--- config.mk ---
export PLATFORM = sky130hd
export DESIGN_NAME = seven_seg_scan_driver_flat
export DESIGN_NICKNAME = d
export VERILOG_FILES = /design/src/rtl/seven_seg_scan_driver_pkg.sv /design/src/rtl/seven_seg_scan_driver_if.sv /design/src/rtl/seven_seg_scan_driver_hex.sv /design/src/rtl/seven_seg_scan_driver.sv /design/src/flat_wrapper.sv
export SDC_FILE = /design/constraint.sdc
export NUM_CORES = 1
export LEC_CHECK = 0
export BUFFER_PORTS_ARGS = -buffer_cell sky130_fd_sc_hd__buf_4
export CORE_AREA = 2 2 100 140
export DETAILED_ROUTE_END_ITERATION = 8
export DIE_AREA = 0 0 102 142
export PLACE_DENSITY = 0.53
export SLEW_MARGIN = 30
export SYNTH_ARGS = -nofsm -noshare
export SYNTH_HDL_FRONTEND = slang
export SYNTH_SLANG_ARGS = --single-unit
--- constraint.sdc ---
create_clock -name clk -period 6.51 [get_ports clk]
set_input_delay 0.651 -clock clk [delete_from_list [all_inputs] [get_ports clk]]
set_output_delay 0.651 -clock clk [all_outputs]
set_load 0.05 [all_outputs]
--- src/rtl/seven_seg_scan_driver_pkg.sv ---
// seven_seg_scan_driver_pkg: shared types, idle levels and hex glyphs for the display driver
package seven_seg_scan_driver_pkg;
  localparam logic [7:0] SEG_OFF = 8'hFF;
  localparam logic [3:0] SEL_OFF = 4'hF;
  localparam logic [6:0] GLYPH_0 = 7'h3F;
  localparam logic [6:0] GLYPH_1 = 7'h06;
  localparam logic [6:0] GLYPH_2 = 7'h5B;
  localparam logic [6:0] GLYPH_3 = 7'h4F;
  localparam logic [6:0] GLYPH_4 = 7'h66;
  localparam logic [6:0] GLYPH_5 = 7'h6D;
  localparam logic [6:0] GLYPH_6 = 7'h7D;
  localparam logic [6:0] GLYPH_7 = 7'h07;
  localparam logic [6:0] GLYPH_8 = 7'h7F;
  localparam logic [6:0] GLYPH_9 = 7'h6F;
  localparam logic [6:0] GLYPH_A = 7'h77;
  localparam logic [6:0] GLYPH_B = 7'h7C;
  localparam logic [6:0] GLYPH_C = 7'h39;
  localparam logic [6:0] GLYPH_D = 7'h5E;
  localparam logic [6:0] GLYPH_E = 7'h79;
  localparam logic [6:0] GLYPH_F = 7'h71;
  typedef enum logic {BLANK, DRIVE} state_t;
  typedef struct packed {
    logic [15:0] value;
    logic [3:0]  dp;
    logic [3:0]  blank;
  } disp_t;
endpackage

--- src/rtl/seven_seg_scan_driver_if.sv ---
// seven_seg_scan_driver_if: valid/ready update channel carrying value, decimal points and blank mask
interface seven_seg_if;
  logic        upd_valid;
  logic        upd_ready;
  logic [15:0] upd_value;
  logic [3:0]  upd_dp;
  logic [3:0]  upd_blank;
  modport master (output upd_valid, upd_value, upd_dp, upd_blank, input upd_ready);
  modport slave (input upd_valid, upd_value, upd_dp, upd_blank, output upd_ready);
endinterface

--- src/rtl/seven_seg_scan_driver_hex.sv ---
// hex_to_seg7: nibble to active-high a..g segment pattern, full hex 0-F
module hex_to_seg7
  import seven_seg_scan_driver_pkg::*;
(
  input  logic [3:0] nib,
  output logic [6:0] seg
);
  // glyph lookup
  always_comb begin
    seg = GLYPH_0;
    case (nib)
      4'h1: seg = GLYPH_1;
      4'h2: seg = GLYPH_2;
      4'h3: seg = GLYPH_3;
      4'h4: seg = GLYPH_4;
      4'h5: seg = GLYPH_5;
      4'h6: seg = GLYPH_6;
      4'h7: seg = GLYPH_7;
      4'h8: seg = GLYPH_8;
      4'h9: seg = GLYPH_9;
      4'hA: seg = GLYPH_A;
      4'hB: seg = GLYPH_B;
      4'hC: seg = GLYPH_C;
      4'hD: seg = GLYPH_D;
      4'hE: seg = GLYPH_E;
      4'hF: seg = GLYPH_F;
      default: seg = GLYPH_0;
    endcase
  end
endmodule

--- src/rtl/seven_seg_scan_driver.sv ---
// seven_seg_scan_driver: 4-digit multiplexed seven-segment scanner with blanking gap and frame-aligned updates
module seven_seg_scan_driver
  import seven_seg_scan_driver_pkg::*;
#(
  parameter int DIGIT_CYCLES = 100000,
  parameter int BLANK_CYCLES = 1000
) (
  input  logic       clk,
  input  logic       rst_n,
  seven_seg_if.slave upd,
  output logic       frame_done,
  output logic [7:0] io_seg,
  output logic [3:0] io_sel
);
  localparam int CW = $clog2(DIGIT_CYCLES);
  localparam logic [CW-1:0] LAST = CW'(DIGIT_CYCLES - 1);
  logic [CW-1:0] cnt, cnt_nx;
  logic [1:0] idx;
  state_t state, state_nx;
  disp_t disp, pend;
  logic pend_full, xfer, lit;
  logic [3:0] nib;
  logic [6:0] glyph;
  assign frame_done = idx == 2'd3 && cnt == LAST;
  assign upd.upd_ready = ~pend_full;
  assign xfer = upd.upd_valid && !pend_full;
  assign nib = disp.value[{idx, 2'b00} +: 4];
  assign lit = state == DRIVE && !disp.blank[idx];
  hex_to_seg7 u_hex (.nib(nib), .seg(glyph));
  // next slot position and whether it falls in the blanking gap
  always_comb begin
    cnt_nx = cnt == LAST ? '0 : cnt + 1'b1;
    state_nx = cnt_nx < CW'(BLANK_CYCLES) ? BLANK : DRIVE;
  end
  // slot counter, digit index and scan state
  always_ff @(posedge clk) begin
    if (!rst_n) begin
      cnt <= '0;
      idx <= '0;
      state <= BLANK;
    end else begin
      cnt <= cnt_nx;
      idx <= cnt == LAST ? idx + 2'd1 : idx;
      state <= state_nx;
    end
  end
  // registered pins so no input reaches io_* combinationally
  always_ff @(posedge clk) begin
    if (!rst_n) begin
      io_seg <= SEG_OFF;
      io_sel <= SEL_OFF;
    end else begin
      io_seg <= lit ? ~{disp.dp[idx], glyph} : SEG_OFF;
      io_sel <= lit ? ~(4'b1 << idx) : SEL_OFF;
    end
  end
  // update handshake; display only changes on a frame boundary
  always_ff @(posedge clk) begin
    if (!rst_n) begin
      disp <= '0;
      pend <= '0;
      pend_full <= 1'b0;
    end else if (frame_done) begin
      if (pend_full) disp <= pend;
      else if (xfer) disp <= '{upd.upd_value, upd.upd_dp, upd.upd_blank};
      pend_full <= 1'b0;
    end else if (xfer) begin
      pend <= '{upd.upd_value, upd.upd_dp, upd.upd_blank};
      pend_full <= 1'b1;
    end
  end
endmodule
--- src/flat_wrapper.sv ---
// flat-port wrapper written by rule: the top's interface ports become plain ports
module seven_seg_scan_driver_flat import seven_seg_scan_driver_pkg::*;
#(
  parameter int DIGIT_CYCLES = 100000,
  parameter int BLANK_CYCLES = 1000
)
  (clk, rst_n, frame_done, io_seg, io_sel, upd_upd_valid, upd_upd_value, upd_upd_dp, upd_upd_blank, upd_upd_ready);
  seven_seg_if upd_i ();
  input  logic clk;
  input  logic rst_n;
  output logic frame_done;
  output logic [7:0] io_seg;
  output logic [3:0] io_sel;
  input wire logic [$bits(upd_i.upd_valid)-1:0] upd_upd_valid;
  input wire logic [$bits(upd_i.upd_value)-1:0] upd_upd_value;
  input wire logic [$bits(upd_i.upd_dp)-1:0] upd_upd_dp;
  input wire logic [$bits(upd_i.upd_blank)-1:0] upd_upd_blank;
  output wire logic [$bits(upd_i.upd_ready)-1:0] upd_upd_ready;
  assign upd_i.upd_valid = upd_upd_valid;
  assign upd_i.upd_value = upd_upd_value;
  assign upd_i.upd_dp = upd_upd_dp;
  assign upd_i.upd_blank = upd_upd_blank;
  assign upd_upd_ready = upd_i.upd_ready;
  seven_seg_scan_driver #(.DIGIT_CYCLES(DIGIT_CYCLES), .BLANK_CYCLES(BLANK_CYCLES)) u_core (.clk(clk), .rst_n(rst_n), .upd(upd_i), .frame_done(frame_done), .io_seg(io_seg), .io_sel(io_sel));
endmodule
==> results of run 1 <==
per-stage QoR:
stage	hold WS [ns]	util (%)
floorplan	0.453	-
global placement	0.466	32.2
detailed placement	0.485	32.6
CTS	0.497	34.9
global route	0.513	34.9
finish	0.497	34.9
kinds of logic after synthesis:
family | synth area share (%)
simple gates | 19.3
flops | 41.5
mux | 17.3
compound gates | 10.0
buf+inv | 5.35
xor+xnor | 3.36
fa+ha+maj | 3.20
report_power, final:
part / switching (mW) / internal (mW) / leakage [nW]
clock network: 0.208 / 0.308 / 0.145
registers: 0.00684 / 0.507 / 0.658
logic: 0.0363 / 0.0393 / 1.17
total: 0.252 / 0.854 / 1.97
cell type report:
class	count	area share [%]
multi-input combinational	270	44.8
sequential	81	35.0
timing repair buffer	44	8.00
clock buffer	10	5.16
tap	182	4.92
clock inverter	6	1.46
inverter	8	0.648
flip-flops by register name (all words and copies together) (netlist names):
register and count:
u_core.cnt 17, u_core.disp 24, u_core.idx 2, u_core.io_seg 8, u_core.io_sel 4, u_core.pend 24
u_core.pend_full 1, u_core.state 1
routing by layer:
| layer | up-vias | part of all wire, % | GRT usage [%] |
|---|---|---|---|
| li1 | 1421 | - | - |
| met1 | 1352 | 44 | 14.4 |
| met2 | 48 | 52 | 21.2 |
| met3 | 9 | 3.0 | 2.60 |
| met4 | 0 | 1.7 | 5.05 |
| met5 | - | 0 | 0 |
placed cells by master (no fill, tap or decap), types with 4 or more instances in the layout:
cell,synthesis,layout
dfxtp_1,81,81
mux2i_1,55,55
buf_4,3,42
nand2_1,41,41
nor2b_1,27,27
o211a_1,24,24
nor2_1,23,23
ha_1,10,10
xnor2_1,9,9
nand3_1,9,9
clkbuf_16,0,9
inv_1,8,8
and4_1,6,6
a21oi_1,6,6
nand4_1,6,6
xor2_1,6,6
mux4_2,5,5
and2_1,4,4
o221ai_1,4,4
worst max-delay path, stage by stage (launching register included):
cell and delay [ns]:
dfxtp_1 0.42, ha_1 0.37, nor4b_1 0.42, and4_1 0.34, buf_4 0.23
worst paths after layout:
| path | slack [ns] | to | from | depth (start not counted) |
|---|---|---|---|---|
| worst max-delay path | 3.75 | frame_done | u_core.cnt[0] | 4 |
| worst min register to register | 0.50 | u_core.disp[0] | u_core.disp[0] | 1 |
| worst max register to register | 3.99 | u_core.state | u_core.cnt[0] | 6 |
| worst min-delay path | 0.50 | u_core.disp[0] | u_core.disp[0] | 1 |
==> results by group, run 1 <==
Yosys
  – Post-Syn Area per Cell: 10.1 um2
  – Primary FF master, synth: dfxtp_1
  – Mapped cell area: 3900 um2
  – Syn nets: 425
  – Area leader, netlist: dfxtp_1
  – Post-synthesis async set-or-reset flop share: 0%
  – Unique cell type count in the Yosys netlist: 46
  – Post-Syn Instances: 388
  – Top post-synthesis cells by area: dfxtp_1 (42%), mux2i_1 (14%), o211a_1 (6.2%)
  – Most frequent cell after synthesis: dfxtp_1
  – Top cells by count, synth: dfxtp_1 (81), mux2i_1 (55), nand2_1 (41)
  – Sequential area share after synthesis: 41.5%
  – Synthesis-stage register bit count: 81
  – Number of synthesized flops with an enable pin: 0
  – Share of the synthesized area in the top cell type: 41.5%
  – Yosys warns: 0

Worst setup path
  – Setup CP Type: register to output port
  – Req. time, crit path: 5.86 ns
  – Worst Path Max Fanout: 9
  – Worst setup EP type: output port
  – Critical Path Source Type: register
  – Critical Path AT: 2.11 ns

Clocking
  – Post-cts repair resize count: 0
  – Num CTS Buffers: 9
  – Clock Sinks: 81
  – Clock root cell: clkbuf_16
  – Postcts setup bufs: 0
  – CTS tree: yes
  – H-tree depth: 3
  – Reg clk slew, reported paths: 0.06 ns
  – Clk Latency, worst-skew pair: 0.34 ns
  – Hold_buf cts: 0
  – Max Buffers Root-to-Sink: 2

Drt
  – Antenna Nets Post-Route: 0
  – DRC: 0
  – Total wire length: 8.24 mm
  – Vias per cell: 4.71
  – WL/cell: 13.7 um
  – First drt pass iteration count: 4
  – Initial drt markers: 136
  – DR vias: 2830

Floorplanning
  – Core Region: 13300 um2
  – Starting density of the core: 29.4%
  – Die height: 142 um
  – Die ar.: 14500 um2
  – Die W: 102 um
  – Cell Rows: 50
  – IO Count: 41

STA
  – Slew HR: 56.3%
  – Slew of the pin with the lowest slew margin: 0.655 ns
  – Final worst slack: 3.75 ns
  – Unrepaired setup endpoints after global routing: no
  – Max Slew Vio Count: 0
  – Fin crit share: 42.3%
  – Setup TNS Final: 0 ns
  – Final hold violations: 0
  – Final Critical Period: 2.76 ns
  – Peak Freq: 363 MHz
  – Final setup violation count: 0
  – Worst clock skew: 0.00960 ns

Flow run
  – Maxcap violations: 0

Final layout
  – Share of cells above drive strength 1: 16.9%
  – Register area: 1620 um2
  – P&R area growth vs syn: 18.6%
  – Final instance area: 4630 um2
  – Final std cells w/o fill: 601
  – Nets: 451
  – Fill cells: 1392
  – Antenna diodes: 0
  – Footprint of the multi-input gates: 2070 um2

Placement
  – Post-DP HPWL: 5.73 mm
  – Post-place setup slack: 4.01 ns
  – I/O Buffers: 40
  – GP Congestion: 0.883
  – Placed cell count: 585
  – DP Area: 4320 um2

Global route
  – Grt total ovfl: 0
  – Initial antenna violation count: 0
  – GRT Total Usage: 12.2%
  – Vias in the first global route: 2856
  – First-pass GRT wire length: 14.0 mm
  – Largest net degree at the start of global routing: 59

Pwr
  – Pwr dens: 239 nW/um2
  – VDD IR max: 164 uV
  – Leak: 1.97 nW
  – Total power: 1.11 mW

Hold path
  – HP Class: register to register

Outcome
  – Status: complete, no violations
No activity file was read; power rests on OpenSTA's default activity.
==> run 2, diff against run 1 <==
--- a/config.mk
+++ b/config.mk
@@ -9,7 +9,7 @@
 export CORE_AREA = 2 2 100 140
 export DETAILED_ROUTE_END_ITERATION = 8
 export DIE_AREA = 0 0 102 142
-export PLACE_DENSITY = 0.53
+export PLACE_DENSITY = 0.54
 export SLEW_MARGIN = 30
 export SYNTH_ARGS = -nofsm -noshare
 export SYNTH_HDL_FRONTEND = slang
==> constraint.sdc (replaced) <==
create_clock -name clk -period 2.5 [get_ports clk]
set_input_delay 0.25 -clock clk [delete_from_list [all_inputs] [get_ports clk]]
set_output_delay 0.25 -clock clk [all_outputs]
set_load 0.05 [all_outputs]
==> run 2 against run 1 <==
Core utilization is 0.30 points higher. Hold slack worse by 0.32 ns. Clock power rose to 2.6 times the previous value. Cell area grew 0.86%. First-iteration DRC count shrank 23%. Setup slack lost 3.5 ns. Via count fell by 0.32%.
==> results by group, run 2 (synthesis results as in run 1) <==
Clocking
  – Max Buffers Root-to-Sink: 2 (unchanged)
  – Clk Latency, worst-skew pair: 0.34 ns (about the same)
  – Clock Sinks: 81 (unchanged)
  – Clock root cell: clkbuf_16 (unchanged)
  – H-tree depth: 3 (unchanged)
  – Num CTS Buffers: 9 (unchanged)
  – Reg clk slew, reported paths: 0.06 ns (about the same)
  – Post-cts repair resize count: 0 (unchanged)
  – CTS tree: yes (unchanged)
  – Postcts setup bufs: 0 (unchanged)
  – Hold_buf cts: 0 (unchanged)

Drt
  – Initial drt markers: 105 (was 136)
  – Total wire length: 8.26 mm (was 8.24 mm)
  – Antenna Nets Post-Route: 0 (unchanged)
  – DR vias: 2821 (was 2830)
  – DRC: 0 (unchanged)
  – Vias per cell: 4.63 (was 4.71)
  – WL/cell: 13.6 um (was 13.7 um)
  – First drt pass iteration count: 4 (unchanged)

STA
  – Final Critical Period: 2.28 ns
  – Max Slew Vio Count: 0 (unchanged)
  – Final setup violation count: 0 (unchanged)
  – Final hold violations: 0 (unchanged)
  – Final worst slack: 0.218 ns (was 3.75 ns)
  – Setup TNS Final: 0 ns (unchanged)
  – Final hold slack: 0.175 ns (was 0.497 ns)
  – Fin crit share: 91.3%
  – Slew HR: 59.1% (was 56.3%)
  – Peak Freq: 438 MHz
  – Unrepaired setup endpoints after global routing: no (unchanged)
  – Slew of the pin with the lowest slew margin: 0.612 ns (was 0.655 ns)
  – Worst clock skew: 0.00921 ns (was 0.00960 ns)

Outcome
  – Status: complete, no violations (unchanged)

Global route
  – Vias in the first global route: 2830 (was 2856)
  – First-pass GRT wire length: 13.9 mm (was 14.0 mm)
  – Grt total ovfl: 0 (unchanged)
  – Initial antenna violation count: 0 (unchanged)
  – GRT Total Usage: 12.3% (was 12.2%)
  – Largest net degree at the start of global routing: 49 (was 59)

Placement
  – GP Congestion: 0.832 (was 0.883)
  – I/O Buffers: 40 (unchanged)
  – Post-place setup slack: 0.310 ns (was 4.01 ns)
  – Post-DP HPWL: 5.88 mm (was 5.73 mm)

Floorplanning
  – Die W: 102 um (unchanged)
  – IO Count: 41 (unchanged)
  – Die ar.: 14500 um2 (unchanged)
  – Die height: 142 um (unchanged)
  – Core Region: 13300 um2 (unchanged)
  – Cell Rows: 50 (unchanged)
  – Starting density of the core: 29.4% (unchanged)

Worst setup path
  – Slowest-stage cell, CP: or4b_4 (was dfxtp_1)
  – Delay-heaviest family, CP: simple AND/OR/NAND/NOR gates (unchanged)
  – Crit-path cells: or4b_4 > nor3_2 > and4_1 > buf_4 (was ha_1 > nor4b_1 > and4_1 > buf_4)
  – WP buf/inv: 1 (unchanged)
  – Worst setup EP type: output port (unchanged)
  – Reg2reg start: u_core.idx[0] (was u_core.cnt[0])
  – Critical Path Source Type: register (unchanged)
  – Worst Path Max Fanout: 10 (was 9)
  – Setup CP Type: register to output port (unchanged)
  – CP peak stage delay: 0.58 ns (was 0.42 ns)
  – Req. time, crit path: 2.25 ns (was 5.86 ns)
  – Crit path launch: u_core.cnt[5] (was u_core.cnt[0])
  – Critical Path AT: 2.03 ns (was 2.11 ns)

Final layout
  – Most common cell after layout, fill and taps aside: dfxtp_1 (unchanged)
  – Most frequent cells in the layout: dfxtp_1 (81), mux2i_1 (55), buf_4 (50) (was dfxtp_1 (81), mux2i_1 (55), buf_4 (42))
  – Nets: 459 (was 451)
  – Regs by FF count: u_core.disp: 24 flops, u_core.pend: 24 flops, u_core.cnt: 17 flops (unchanged)
  – Antenna diodes: 0 (unchanged)
  – P&R area growth vs syn: 19.6% (was 18.6%)
  – Share of cells above drive strength 1: 18.5% (was 16.9%)

Pwr
  – VDD IR max: 238 uV (was 164 uV)
  – Leak: 2.01 nW (was 1.97 nW)
  – Pwr dens: 613 nW/um2 (was 239 nW/um2)
  – Total power: 2.86 mW (was 1.11 mW)

Hold path
  – Hold_sp: upd_upd_value[10] (was u_core.disp[0])
  – HP Class: input pin to register (was register to register)

Flow run
  – Maxcap violations: 0 (unchanged)
## run 2: final cells by class
type                    instances  area (um2)
clock inverters                 6        67.6
fillers                      1395        8590
repair buffers                 52         410
flip-flops and latches         81        1620
inverters                       8        30.0
well taps                     182         228
clock buffers                  10         239
multi-input cells             270        2070
## run 2: worst register-to-register path, delay by kind of cell, from the launching register on
| family | cells | cell delay [ns] |
|---|---|---|
| flops | 1 | 0.53 |
| mux | 2 | 1.07 |
| buf+inv | 2 | 0.16 |
| fa+ha+maj | 1 | 0.16 |
| simple gates | 1 | 0.15 |
## run 2: report_power, final
| part | switching [mW] | internal, mW | leakage, nW |
|---|---|---|---|
| clock | 0.534 | 0.802 | 0.145 |
| combinational | 0.0929 | 0.0979 | 1.20 |
| sequential | 0.0180 | 1.32 | 0.658 |
| total | 0.645 | 2.22 | 2.01 |
## run 2: worst paths after layout
check | endpoint | slack (ns) | cells after the start
max reg2reg | u_core.io_seg[3] | 0.33 | 6
min reg2reg | u_core.cnt[0] | 0.49 | 1
max | frame_done | 0.22 | 4
min | u_core.pend[18] | 0.17 | 3
## run 2: metrics by stage
step                      util (%)  cell area [um2]  instances
after floorplan                  -             3910        388
after global placement        32.8             4350        592
after detailed placement      32.9             4360        593
after CTS                     35.2             4670        609
after global routing          35.2             4670        609
final                         35.2             4670        609
## run 2: routing by layer
layer  up-vias  part of all wire [%]  track usage [%]
met5         -                     0                0
met4         0                   2.4             6.11
met3        11                   4.0             2.75
met2        62                    49             19.9
met1      1307                    44             15.1
li1       1441                     -                -
==> run 3, diff against run 2 <==
--- a/config.mk
+++ b/config.mk
@@ -5,10 +5,11 @@
 export SDC_FILE = /design/constraint.sdc
 export NUM_CORES = 1
 export LEC_CHECK = 0
+export ABC_AREA = 1
 export BUFFER_PORTS_ARGS = -buffer_cell sky130_fd_sc_hd__buf_4
-export CORE_AREA = 2 2 100 140
+export CORE_AREA = 2 2 103 144
 export DETAILED_ROUTE_END_ITERATION = 8
-export DIE_AREA = 0 0 102 142
+export DIE_AREA = 0 0 105 146
 export PLACE_DENSITY = 0.54
 export SLEW_MARGIN = 30
 export SYNTH_ARGS = -nofsm -noshare
==> run 3 against run 2 <==
Core utilization down 0.42 points. Critical path type unchanged. Setup slack improved by 0.20 ns. Synthesized cell count grew 52%. Highest routed layer unchanged. Maximum frequency grew 9.4%. Final cell count increased by 32%. Critical endpoint unchanged.
==> results by group, run 3 <==
Placement
  – Post-place setup slack: 0.565 ns (was 0.310 ns)
  – DP Area: 4550 um2 (was 4360 um2)
  – I/O Buffers: 40 (unchanged)
  – GP Congestion: 0.848 (was 0.832)
  – Post-DP HPWL: 7.20 mm (was 5.88 mm)

STA
  – Fin crit share: 83.4% (was 91.3%)
  – Slew HR: 64.9% (was 59.1%)
  – Final hold violations: 0 (unchanged)
  – Setup TNS Final: 0 ns (unchanged)
  – Peak Freq: 479 MHz (was 438 MHz)
  – Slew of the pin with the lowest slew margin: 0.526 ns (was 0.612 ns)
  – Unrepaired setup endpoints after global routing: no (unchanged)
  – Max Slew Vio Count: 0 (unchanged)
  – Final Critical Period: 2.09 ns (was 2.28 ns)
  – Final worst slack: 0.414 ns (was 0.218 ns)
  – Final setup violation count: 0 (unchanged)
  – Final hold slack: 0.168 ns (was 0.175 ns)
  – Worst clock skew: 0.00957 ns (was 0.00921 ns)

Drt
  – Initial drt markers: 195 (was 105)
  – DR vias: 3734 (was 2821)
  – First drt pass iteration count: 4 (unchanged)
  – Total wire length: 10.0 mm (was 8.26 mm)
  – Antenna Nets Post-Route: 0 (unchanged)
  – WL/cell: 12.4 um (was 13.6 um)
  – DRC: 0 (unchanged)
  – Vias per cell: 4.64 (was 4.63)

Worst setup path
  – Delay-heaviest family, CP: flip-flops (was simple AND/OR/NAND/NOR gates)
  – Reg2Reg Depth: 9 (was 6)
  – CP peak stage delay: 0.65 ns (was 0.58 ns)
  – Crit-path cells: ha_1 > inv_1 > nor2_1 > buf_4 (was or4b_4 > nor3_2 > and4_1 > buf_4)
  – Slowest-stage cell, CP: dfxtp_1 (was or4b_4)
  – Worst Path Max Fanout: 19 (was 10)
  – Critical Path Source Type: register (unchanged)
  – WP buf/inv: 2 (was 1)
  – Critical Path AT: 1.84 ns (was 2.03 ns)
  – Crit path depth: 4 (unchanged)
  – Reg2reg start: u_core.idx[1] (was u_core.idx[0])
  – FF-to-FF End: u_core.io_seg[6] (was u_core.io_seg[3])
  – Req. time, crit path: 2.25 ns (about the same)
  – R2r setup slk: 0.52 ns (was 0.33 ns)
  – Worst setup EP type: output port (unchanged)
  – Setup CP Type: register to output port (unchanged)

Global route
  – Largest net degree at the start of global routing: 51 (was 49)
  – GRT Total Usage: 13.5% (was 12.3%)
  – Vias in the first global route: 3502 (was 2830)
  – First-pass GRT wire length: 16.8 mm (was 13.9 mm)
  – Initial antenna violation count: 0 (unchanged)
  – Grt total ovfl: 0 (unchanged)

Clocking
  – CTS tree: yes (unchanged)
  – Reg clk slew, reported paths: 0.07 ns (was 0.06 ns)
  – Clk Latency, worst-skew pair: 0.35 ns (was 0.34 ns)
  – Max Buffers Root-to-Sink: 2 (unchanged)
  – Clock root cell: clkbuf_16 (unchanged)
  – Num CTS Buffers: 9 (unchanged)
  – Hold_buf cts: 0 (unchanged)
  – Post-cts repair resize count: 0 (unchanged)
  – Postcts setup bufs: 0 (unchanged)
  – Clock Sinks: 81 (unchanged)
  – H-tree depth: 3 (unchanged)

Floorplanning
  – Die height: 146 um (was 142 um)
  – Die W: 105 um (was 102 um)
  – IO Count: 41 (unchanged)
  – Starting density of the core: 29.6% (was 29.4%)
  – Cell Rows: 51 (was 50)
  – Die ar.: 15300 um2 (was 14500 um2)
  – Core Region: 13900 um2 (was 13300 um2)

Yosys
  – Synthesis-stage register bit count: 81 (unchanged)
  – Share of the synthesized area in the top cell type: 39.4% (was 41.5%)
  – Sequential area share after synthesis: 39.4% (was 41.5%)
  – Yosys warns: 0 (unchanged)
  – Most frequent cell after synthesis: nand2_1 (was dfxtp_1)
  – Post-synthesis async set-or-reset flop share: 0% (unchanged)
  – Mapped cell area: 4120 um2 (was 3900 um2)
  – Top post-synthesis cells by area: dfxtp_1 (39%), nand2_1 (15%), nor2_1 (6.7%) (was dfxtp_1 (42%), mux2i_1 (14%), o211a_1 (6.2%))
  – Unique cell type count in the Yosys netlist: 31 (was 46)
  – Post-Syn Instances: 589 (was 388)
  – Number of synthesized flops with an enable pin: 0 (unchanged)
  – Area leader, netlist: dfxtp_1 (unchanged)
  – Primary FF master, synth: dfxtp_1 (unchanged)
  – Post-Syn Area per Cell: 6.99 um2 (was 10.1 um2)
  – Top cells by count, synth: nand2_1 (169), dfxtp_1 (81), nor2_1 (73) (was dfxtp_1 (81), mux2i_1 (55), nand2_1 (41))
  – Syn nets: 626 (was 425)

Pwr
  – VDD IR max: 340 uV (was 238 uV)
  – Leak: 2.03 nW (was 2.01 nW)
  – Pwr dens: 581 nW/um2 (was 613 nW/um2)

Flow run
  – Maxcap violations: 0 (unchanged)

Final layout
  – Fill cells: 1522 (was 1395)
  – Final instance area: 4840 um2 (was 4670 um2)
  – Nets: 652 (was 459)
  – Register area: 1620 um2 (unchanged)
  – Regs by FF count: u_core.disp: 24 flops, u_core.pend: 24 flops, u_core.cnt: 17 flops (unchanged)
  – Antenna diodes: 0 (unchanged)
  – Footprint of the multi-input gates: 2090 um2 (was 2070 um2)
  – Most frequent cells in the layout: nand2_1 (169), dfxtp_1 (81), nor2_1 (73) (was dfxtp_1 (81), mux2i_1 (55), buf_4 (50))
  – Most common cell after layout, fill and taps aside: nand2_1 (was dfxtp_1)
  – Share of cells above drive strength 1: 15.6% (was 18.5%)
  – P&R area growth vs syn: 17.6% (was 19.6%)

Hold path
  – Worst Hold Path EP: u_core.pend[2] (was u_core.pend[18])
  – HP Class: input pin to register (unchanged)
  – Min-Delay Path Depth: 3 (unchanged)
  – Hold_sp: upd_upd_blank[2] (was upd_upd_value[10])

Outcome
  – Status: complete, no violations (unchanged)
==> run 3: metrics by stage <==
| step | utilization (%) | power (mW) | instances |
|---|---|---|---|
| global route | 34.8 | 2.93 | 805 |
| finish | 34.8 | 2.81 | 805 |
| detailed placement | 32.7 | 1.55 | 789 |
| CTS | 34.8 | 2.85 | 805 |
| floorplan | - | 1.48 | 589 |
| global placement | 32.7 | 1.55 | 789 |
==> run 3: worst max-delay path by stage <==
| stage | start | endpoint | slack [ns] |
|---|---|---|---|
| 6_report | u_core.idx[0] | frame_done | 0.41 |
| 5_1_grt | u_core.cnt[0] | frame_done | 0.24 |
| 4_1_cts | u_core.cnt[0] | frame_done | 0.39 |
| 3_5_place_dp | u_core.idx[1] | u_core.io_seg[6] | 0.56 |
| 3_3_place_gp | u_core.idx[1] | u_core.io_seg[6] | 0.62 |
| 2_1_floorplan | u_core.cnt[0] | frame_done | 0.63 |
==> run 3: logic make-up (layout without fill, tap and decap cells) <==
kind of cell               Yosys count  in the layout  synth area share, %
and+or+nand+nor                    309            309                 32.2
buffers and inverters               95            126                 9.82
AOI/OAI and AO/OA                   93             93                 15.3
DFF                                 81             81                 39.4
adders and majority gates           10             10                 3.04
xor gates and xnor gates             1              1                0.213
==> run 3: area by class of cell <==
class | count | share of cell area (%)
Multi-Input combinational cell | 413 | 43.2
Sequential cell | 81 | 33.5
Clock buffer | 10 | 4.94
Clock inverter | 6 | 0.982
Inverter | 64 | 4.96
Tap cell | 185 | 4.78
Timing Repair Buffer | 46 | 7.65
==> run 3: report_power, final <==
part,internal (mW),switching [mW],total [mW]
registers,1.32,0.0182,1.34
logic,0.0722,0.114,0.186
clock network,0.713,0.576,1.29
total,2.10,0.708,2.81
==> run 3: worst reg2reg max path, stage by stage, from the launching register on <==
cell and delay, ns:
dfxtp_1 0.52, inv_2 0.15, a21oi_1 0.13, o21ai_0 0.08, nand2_1 0.17, inv_1 0.11, ha_1 0.24, or2_2 0.31
o211ai_1 0.09, nand2_1 0.07
==> run 3: layer usage <==
layer	vias to the layer above	global-route usage [%]	part of all wire [%]
li1	1963	-	-
met1	1690	16.6	46
met2	69	22.6	48
met3	12	2.78	3.2
met4	0	5.80	2.3
met5	-	0	0
